<file path="src/rtl/hiscore_pkg.sv">
// Shared types and constants for the hiscore upload block.
package hiscore_pkg;

  // Width of the HPS ioctl byte address bus
  localparam int unsigned IOCTL_ADDR_W = 25;

  // Byte returned for reads beyond the served image
  localparam logic [7:0] OOR_BYTE = 8'hFF;

  // Read-sequencer states
  typedef enum logic [1:0] {
    IDLE    = 2'd0,
    FETCH   = 2'd1,
    CAPTURE = 2'd2,
    HOLD    = 2'd3
  } state_t;

  // Bits needed for a counter running 0 .. n-1 (never narrower than 1)
  function automatic int unsigned cnt_width(input int unsigned n);
    return (n < 2) ? 1 : $clog2(n);
  endfunction

endpackage

</file>
<file path="src/rtl/hiscore_autosave_timer.sv">
// Autosave timer: tracks unsaved EAROM writes and raises a one-cycle upload
// request once the game has been quiet for QUIET_CYCLES cycles.
// The quiet count freezes while an HPS upload is in progress.
module hiscore_autosave_timer
  import hiscore_pkg::*;
#(
  parameter int unsigned QUIET_CYCLES = 25_000_000
) (
  input  logic clk_25,
  input  logic reset,
  input  logic earom_wr,
  input  logic ioctl_upload,
  output logic upload_req
);

  localparam int unsigned CNT_W = cnt_width(QUIET_CYCLES);
  localparam logic [CNT_W-1:0] LAST = CNT_W'(QUIET_CYCLES - 1);

  logic             dirty;
  logic [CNT_W-1:0] cnt;
  logic             fire_c;

  // Quiet period elapsed on this edge
  assign fire_c = dirty && !ioctl_upload && (cnt == LAST);

  // Dirty flag, quiet counter and request pulse; a write coinciding with
  // the pulse re-arms dirty so that write is saved on a later request.
  always_ff @(posedge clk_25 or posedge reset) begin
    if (reset) begin
      dirty      <= 1'b0;
      cnt        <= '0;
      upload_req <= 1'b0;
    end else begin
      upload_req <= fire_c;
      if (fire_c) begin
        dirty <= earom_wr;
        cnt   <= '0;
      end else if (earom_wr) begin
        dirty <= 1'b1;
        cnt   <= '0;
      end else if (dirty && !ioctl_upload) begin
        cnt <= cnt + CNT_W'(1);
      end
    end
  end

endmodule

</file>
<file path="src/rtl/hiscore_upload.sv">
// Hiscore upload: serves EAROM shadow RAM bytes to the HPS during an ioctl
// upload session. Each accepted read costs one RAM cycle plus a capture
// cycle; the byte is presented on ioctl_din and held until the next
// accepted read. Reads past SIZE return OOR_BYTE without touching the RAM.
// Optional feature: define HISCORE_AUTOSAVE_EN to request an upload after
// QUIET_CYCLES idle cycles following the last EAROM write.
module hiscore_upload
  import hiscore_pkg::*;
#(
  parameter int unsigned ADDR_W       = 6,
  parameter int unsigned SIZE         = 64,
  parameter int unsigned QUIET_CYCLES = 25_000_000
) (
  input  logic                    clk_25,
  input  logic                    reset,
  input  logic                    ioctl_upload,
  input  logic                    ioctl_rd,
  input  logic [IOCTL_ADDR_W-1:0] ioctl_addr,
  output logic [7:0]              ioctl_din,
  output logic                    ioctl_upload_req,
  output logic [ADDR_W-1:0]       ram_addr,
  output logic                    ram_rd,
  input  logic [7:0]              ram_q,
  input  logic                    earom_wr,
  output logic                    busy
);

  localparam logic [IOCTL_ADDR_W-1:0] SIZE_ADDR = IOCTL_ADDR_W'(SIZE);

  state_t state;
  logic   in_range_c;
  logic   accept_c;

  // Full-width compare so high addresses never alias onto the RAM
  assign in_range_c = (ioctl_addr < SIZE_ADDR);

  // Read request seen while idle inside an upload session
  assign accept_c = ioctl_rd && ioctl_upload;

  // Read sequencer with registered RAM strobe, data and busy flag.
  // Dropping ioctl_upload mid-fetch aborts back to IDLE and leaves
  // ioctl_din untouched.
  always_ff @(posedge clk_25 or posedge reset) begin
    if (reset) begin
      state     <= IDLE;
      ioctl_din <= 8'h00;
      ram_addr  <= '0;
      ram_rd    <= 1'b0;
      busy      <= 1'b0;
    end else begin
      ram_rd <= 1'b0;
      case (state)
        IDLE: begin
          if (accept_c) begin
            if (in_range_c) begin
              state    <= FETCH;
              ram_addr <= ioctl_addr[ADDR_W-1:0];
              ram_rd   <= 1'b1;
              busy     <= 1'b1;
            end else begin
              ioctl_din <= OOR_BYTE;
            end
          end
        end
        FETCH: begin
          if (!ioctl_upload) begin
            state <= IDLE;
            busy  <= 1'b0;
          end else begin
            state <= CAPTURE;
          end
        end
        CAPTURE: begin
          if (!ioctl_upload) begin
            state <= IDLE;
            busy  <= 1'b0;
          end else begin
            ioctl_din <= ram_q;
            state     <= HOLD;
          end
        end
        HOLD: begin
          state <= IDLE;
          busy  <= 1'b0;
        end
        default: begin
          state <= IDLE;
          busy  <= 1'b0;
        end
      endcase
    end
  end

`ifdef HISCORE_AUTOSAVE_EN
  hiscore_autosave_timer #(
    .QUIET_CYCLES(QUIET_CYCLES)
  ) u_autosave_timer (
    .clk_25      (clk_25),
    .reset       (reset),
    .earom_wr    (earom_wr),
    .ioctl_upload(ioctl_upload),
    .upload_req  (ioctl_upload_req)
  );
`else
  // Autosave compiled out: no request, write strobe and quiet period unused
  localparam int unsigned unused_quiet_cycles = QUIET_CYCLES;
  logic unused_earom_wr;
  assign unused_earom_wr  = earom_wr;
  assign ioctl_upload_req = 1'b0;
`endif

endmodule
</file>
<file path="config.mk">
export PLATFORM = sky130hd
export DESIGN_NAME = hiscore_upload
export DESIGN_NICKNAME = d
export VERILOG_FILES = /design/src/rtl/hiscore_pkg.sv /design/src/rtl/hiscore_autosave_timer.sv /design/src/rtl/hiscore_upload.sv
export SDC_FILE = /design/constraint.sdc
export NUM_CORES = 1
export LEC_CHECK = 0
export BUFFER_PORTS_ARGS = -buffer_cell sky130_fd_sc_hd__buf_2
export CAP_MARGIN = 15
export CORE_ASPECT_RATIO = 0.8
export CORE_MARGIN = 3
export CORE_UTILIZATION = 40
export CTS_CLUSTER_SIZE = 28
export DETAILED_ROUTE_END_ITERATION = 10
export HOLD_SLACK_MARGIN = 0.08
export PLACE_DENSITY = 0.82
export SETUP_SLACK_MARGIN = 0.05
export SYNTH_ARGS = -nofsm -noshare
export SYNTH_HDL_FRONTEND = slang
export SYNTH_SLANG_ARGS = --single-unit
</file>
<file path="constraint.sdc">
create_clock -name clk_25 -period 2 [get_ports clk_25]
set_input_delay 0.2 -clock clk_25 [delete_from_list [all_inputs] [get_ports clk_25]]
set_output_delay 0.2 -clock clk_25 [all_outputs]
set_load 0.02 [all_outputs]
</file>
## Word-level counts from Yosys, hierarchy flattened

Cells that the tools add are included.

- Order comparisons: 1
- Equality and inequality tests: 8
- Multiplexer cells: 16
- Reductions and logical operators: 8

Operators with widths:

| kind | count |
|---|---|
| $lt 25x7->1 const B | 1 |
| $mux 8 | 3 |
| $pmux 8 s2 | 1 |
| $ne 2x2->1 const B | 5 |
| $mux 2 | 4 |
| $pmux 2 s4 | 1 |
| $mux 1 | 6 |
| $reduce_and 3->1 | 2 |
| $eq 2x2->1 const B | 2 |
| $reduce_and 4->1 | 1 |
| $pmux 1 s3 | 1 |
| $eq 2x1->1 const B | 1 |
| $logic_not 2->1 | 1 |
| $reduce_and 2->1 | 1 |
| $reduce_bool 2->1 | 1 |
| $reduce_or 2->1 | 1 |
| $logic_and 1x1->1 | 1 |

- Register bits after elaboration: 18

## Longest topological paths before layout

- Word-level depth: 4
- Mapped depth: 7
- Depth with buffers taken out: 6

## Worst setup path after synthesis

No wires, ideal clock.

- Path type: register to register
- From: register state[0]
- To: register ioctl_din[0]
- Library setup time: 0.121 ns
- Arrival time: 1.374 ns
- Required time: 1.879 ns
- Slack: 0.505 ns
- Cell stages (with the launch flop): 8
- Buffers on the path: 1
- Cells stage by stage: dfrtp_1 inv_1 ha_1 buf_2 inv_1 o211ai_1 a31o_2 o22a_1

- Cells in the longest elaborated chain, start to end: 3

RTL lines:

| what | RTL line | text |
|---|---|---|
| start, declared | hiscore_upload.sv:30 | `state_t state;` |
| start signal, assigned | hiscore_upload.sv:45 | `state <= IDLE;` |
| start signal, assigned | hiscore_upload.sv:56 | `state <= FETCH;` |
| start signal, assigned | hiscore_upload.sv:67 | `state <= IDLE;` |
| $eq 2x2->1 / $logic_not 2->1 (equally long branches) | hiscore_upload.sv:52 | `case (state)` |
| $ne 2x2->1 (no line) / $reduce_bool 2->1 (equally long branches) | n/a |  |
| $reduce_and 4->1 (no line) | n/a |  |
| end signal, assigned | hiscore_upload.sv:78 | `ioctl_din <= ram_q;` |
| end, declared | hiscore_upload.sv:19 | `output logic [7:0] ioctl_din,` |

Parallel ways exist; a longest one is shown, timed or not.
A chain may end at the register's enable or synchronous reset.

## Final worst setup path

- From: register state[0]
- To: register ioctl_din[2]

The elaborated chain is that of the path after synthesis.

==> results_dict.tcl <==
set metrics [dict create \
    core_area_um2 1940 \
    wl_met2_um 962 \
    ys_top_cells_by_area "dfrtp_1, mux2_2, o22a_1, ha_1, nor4_1" \
    layout.nets 163 \
    final.setup_skew_ps 5.17 \
    hold_violations 0 \
    setup_viol 0 \
    diodes 0 \
    routed_via_density 4.95 \
    seq_area_frac_synth 0.535 \
    hold_class "in2reg" \
    grt_first_pass_wirelength_um 3240 \
    antenna_found_initial 0 \
    required_ps 2180 \
    setup_tns_ps 0 \
    post-route-drc-count 0 \
    yosys_warnings 0 \
    grt_use_total 0.166 \
    worstSetupPathType "reg2reg" \
    drt_wl_total_um 1900 \
    grt_max_degree 19 \
    synth.most_common_cell "dfrtp_1" \
    syn_nets 106 \
    clk_latency_ps 290 \
    fmax_ghz 0.583 \
    drv_cap 0 \
    post_synth.cell_area_avg_um2 13.0 \
    drive_above_1_share 0.583 \
    grt_remaining_overflow 0 \
    clock_path_buffers 2 \
    reg2reg_depth 7 \
    avgRoutedWirePerCell_um 13.2 \
    r2r_end "ioctl_din[2]" \
    rows 14 \
    power_per_cell_area_nw_per_um2 1030 \
    instances_no_fill 144 \
    async_flop_share 1.00 \
    die_y_um 47.0 \
    dp_cells 140 \
    synthCells 65 \
    wl_met1_um 747 \
    synthFlopType "dfrtp_1" \
    synth-xor-area-share 0 \
    num_vias 713 \
    fin_crit_sh 0.857 \
    cts.sinks 18 \
    rsz0062_at_grt "no" \
    detail-route-antenna-nets 0 \
    synth_top_area_share 0.535 \
    synthMuxAreaShare 0.0936 \
    period_needed_ps 1710 \
    io_pins 55 \
    cts_setup_buffers 0 \
    die_area_um2 2700 \
    r2r_setup_slack_ps 290 \
    grt_pass1_vias 737 \
    synth_top_family_by_area "compound AO/OA/AOI/OAI gates" \
    arrival_ps 1890 \
    wl_met3_um 153 \
    cts.htree.levels 1 \
    final_core_util 0.597 \
    status "finished, final reports clean" \
    finalMaxSlewViolations 0 \
    maxSlewHeadroom 0.568 \
    port_buffers 52 \
    cts_buffers 3 \
    synth-simple-area-share 0.132 \
    synth_edf_count 0 \
    start_util 0.433 \
    synth.distinct_cells 24 \
    place_congestion 0.857 \
    cp_max_fo 8 \
    cts_tree "done" \
    clk_pin_slew_worst_paths_ps 90 \
    synth.largest_area_cell "dfrtp_1" \
    tightest_slew_ps 647 \
    crit_path_end "ioctl_din[2]" \
    dr.pass1.iters 3 \
    drt-initial-drc-count 16 \
    synthToLayoutAreaGrowth_pct 37.7 \
    top_layer_used "met4" \
    synthTopCellsByCount "dfrtp_1, o22a_1, mux2_2, inv_1, nor4_1" \
    synth_fa_ha_area_frac 0.0446 \
    syn_area_um2 842 \
    worstReg2RegStart "state[0]" \
    die_w_um 57.3 \
    clockRootBuffer "clkbuf_4" \
    peakVddDrop_mv 0.666 \
    synth_compound_area_frac 0.158 \
    critPathCaptureType "flip-flop" \
    fillers 176 \
    leakage_nw 0.582 \
    worstSetupStartpoint "state[0]" \
    synth-seq-cells 18 \
    start_kind "flip-flop" \
]
[flip-flops by register name, summed over array words and instances, names as in the netlist]
signal	cells
busy	1
ram_addr	6
state	2
ioctl_din	8
ram_rd	1
[placed cells by master, fill, tap and decap left out]
cell type / count
buf_2: 52
dfrtp_1: 18
o22a_1: 8
mux2_2: 7
nor4_1: 4
inv_1: 4
ha_1: 3
clkbuf_4: 3
a31o_2: 2
nand2_1: 2
nand3_1: 2
and4_4: 1
nor3_4: 1
o211ai_1: 1
a31oi_2: 1
and2_1: 1
o21ai_0: 1
nor2_1: 1
and4_2: 1
nand4_4: 1
o311ai_1: 1
a21oi_1: 1
a31oi_1: 1
conb_1: 1
dlygate4sd3_1: 1
buf_4: 1
[area by class of cell]
cell class	instances	area, µm²	share of cell area
repair buffers	54	278	0.239
flip-flops and latches	18	450	0.388
well taps	24	30.0	0.0259
inverters	4	15.0	0.0129
multi-input cells	41	364	0.314
clock buffers	3	22.5	0.0194
[per-stage QoR]
step | hold WS [ps] | area, µm² | power (W) | worst slack [ps]
global placement | 329 | 1130 | 0.00101 | 386
finish | 134 | 1160 | 0.00119 | 285
detailed placement | 335 | 1130 | 0.00104 | 312
global route | 129 | 1160 | 0.00128 | 70.8
floorplan | 139 | 842 | 0.000849 | 505
CTS | 123 | 1160 | 0.00121 | 279
[where the power goes]
part	total [W]	internal [W]	switching [W]
Sequential	0.000510	0.000462	0.0000477
Combinational	0.000514	0.000215	0.000300
Clock	0.000169	0.0000700	0.0000992
[cell families after synthesis]
| kind of cell | count (synthesis) |
|---|---|
| mux | 7 |
| fa+ha+maj | 3 |
| other cells | 1 |
| flops | 18 |
| buf+inv | 6 |
| simple gates | 14 |
| compound gates | 16 |
[layer usage]
| layer | GRT usage | vias up |
|---|---|---|
| met1 | 0.188 | 322 |
| li1 | - | 356 |
| met3 | 0.0632 | 5 |
| met5 | 0 | - |
| met2 | 0.285 | 30 |
| met4 | 0.0787 | 0 |
[worst max-delay path, stage by stage (launching register included)]
cell and delay (ps):
dfrtp_1 360, inv_1 80, ha_1 280, buf_4 190, inv_1 70, o211ai_1 100, a31o_2 300, o22a_1 220
[worst min-delay path by stage]
| stage | startpoint | to | slack [ps] | depth (start not counted) |
|---|---|---|---|---|
| 3_5_place_dp | reset | ram_addr[1] | 340 | 2 |
| 2_1_floorplan | reset | busy | 140 | 1 |
| 6_report | ioctl_addr[4] | ram_addr[4] | 130 | 2 |
| 3_3_place_gp | reset | busy | 330 | 2 |
| 4_1_cts | ioctl_addr[3] | ram_addr[3] | 120 | 2 |
| 5_1_grt | ram_q[3] | ioctl_din[3] | 130 | 2 |
[what timing repair did]
action	in CTS	in global routing
endpoints found under the setup margin	0	0
hold buffers	1	0
resized for setup	0	0
endpoints found under the hold margin	18	0
(Power assumes the default switching activity.)
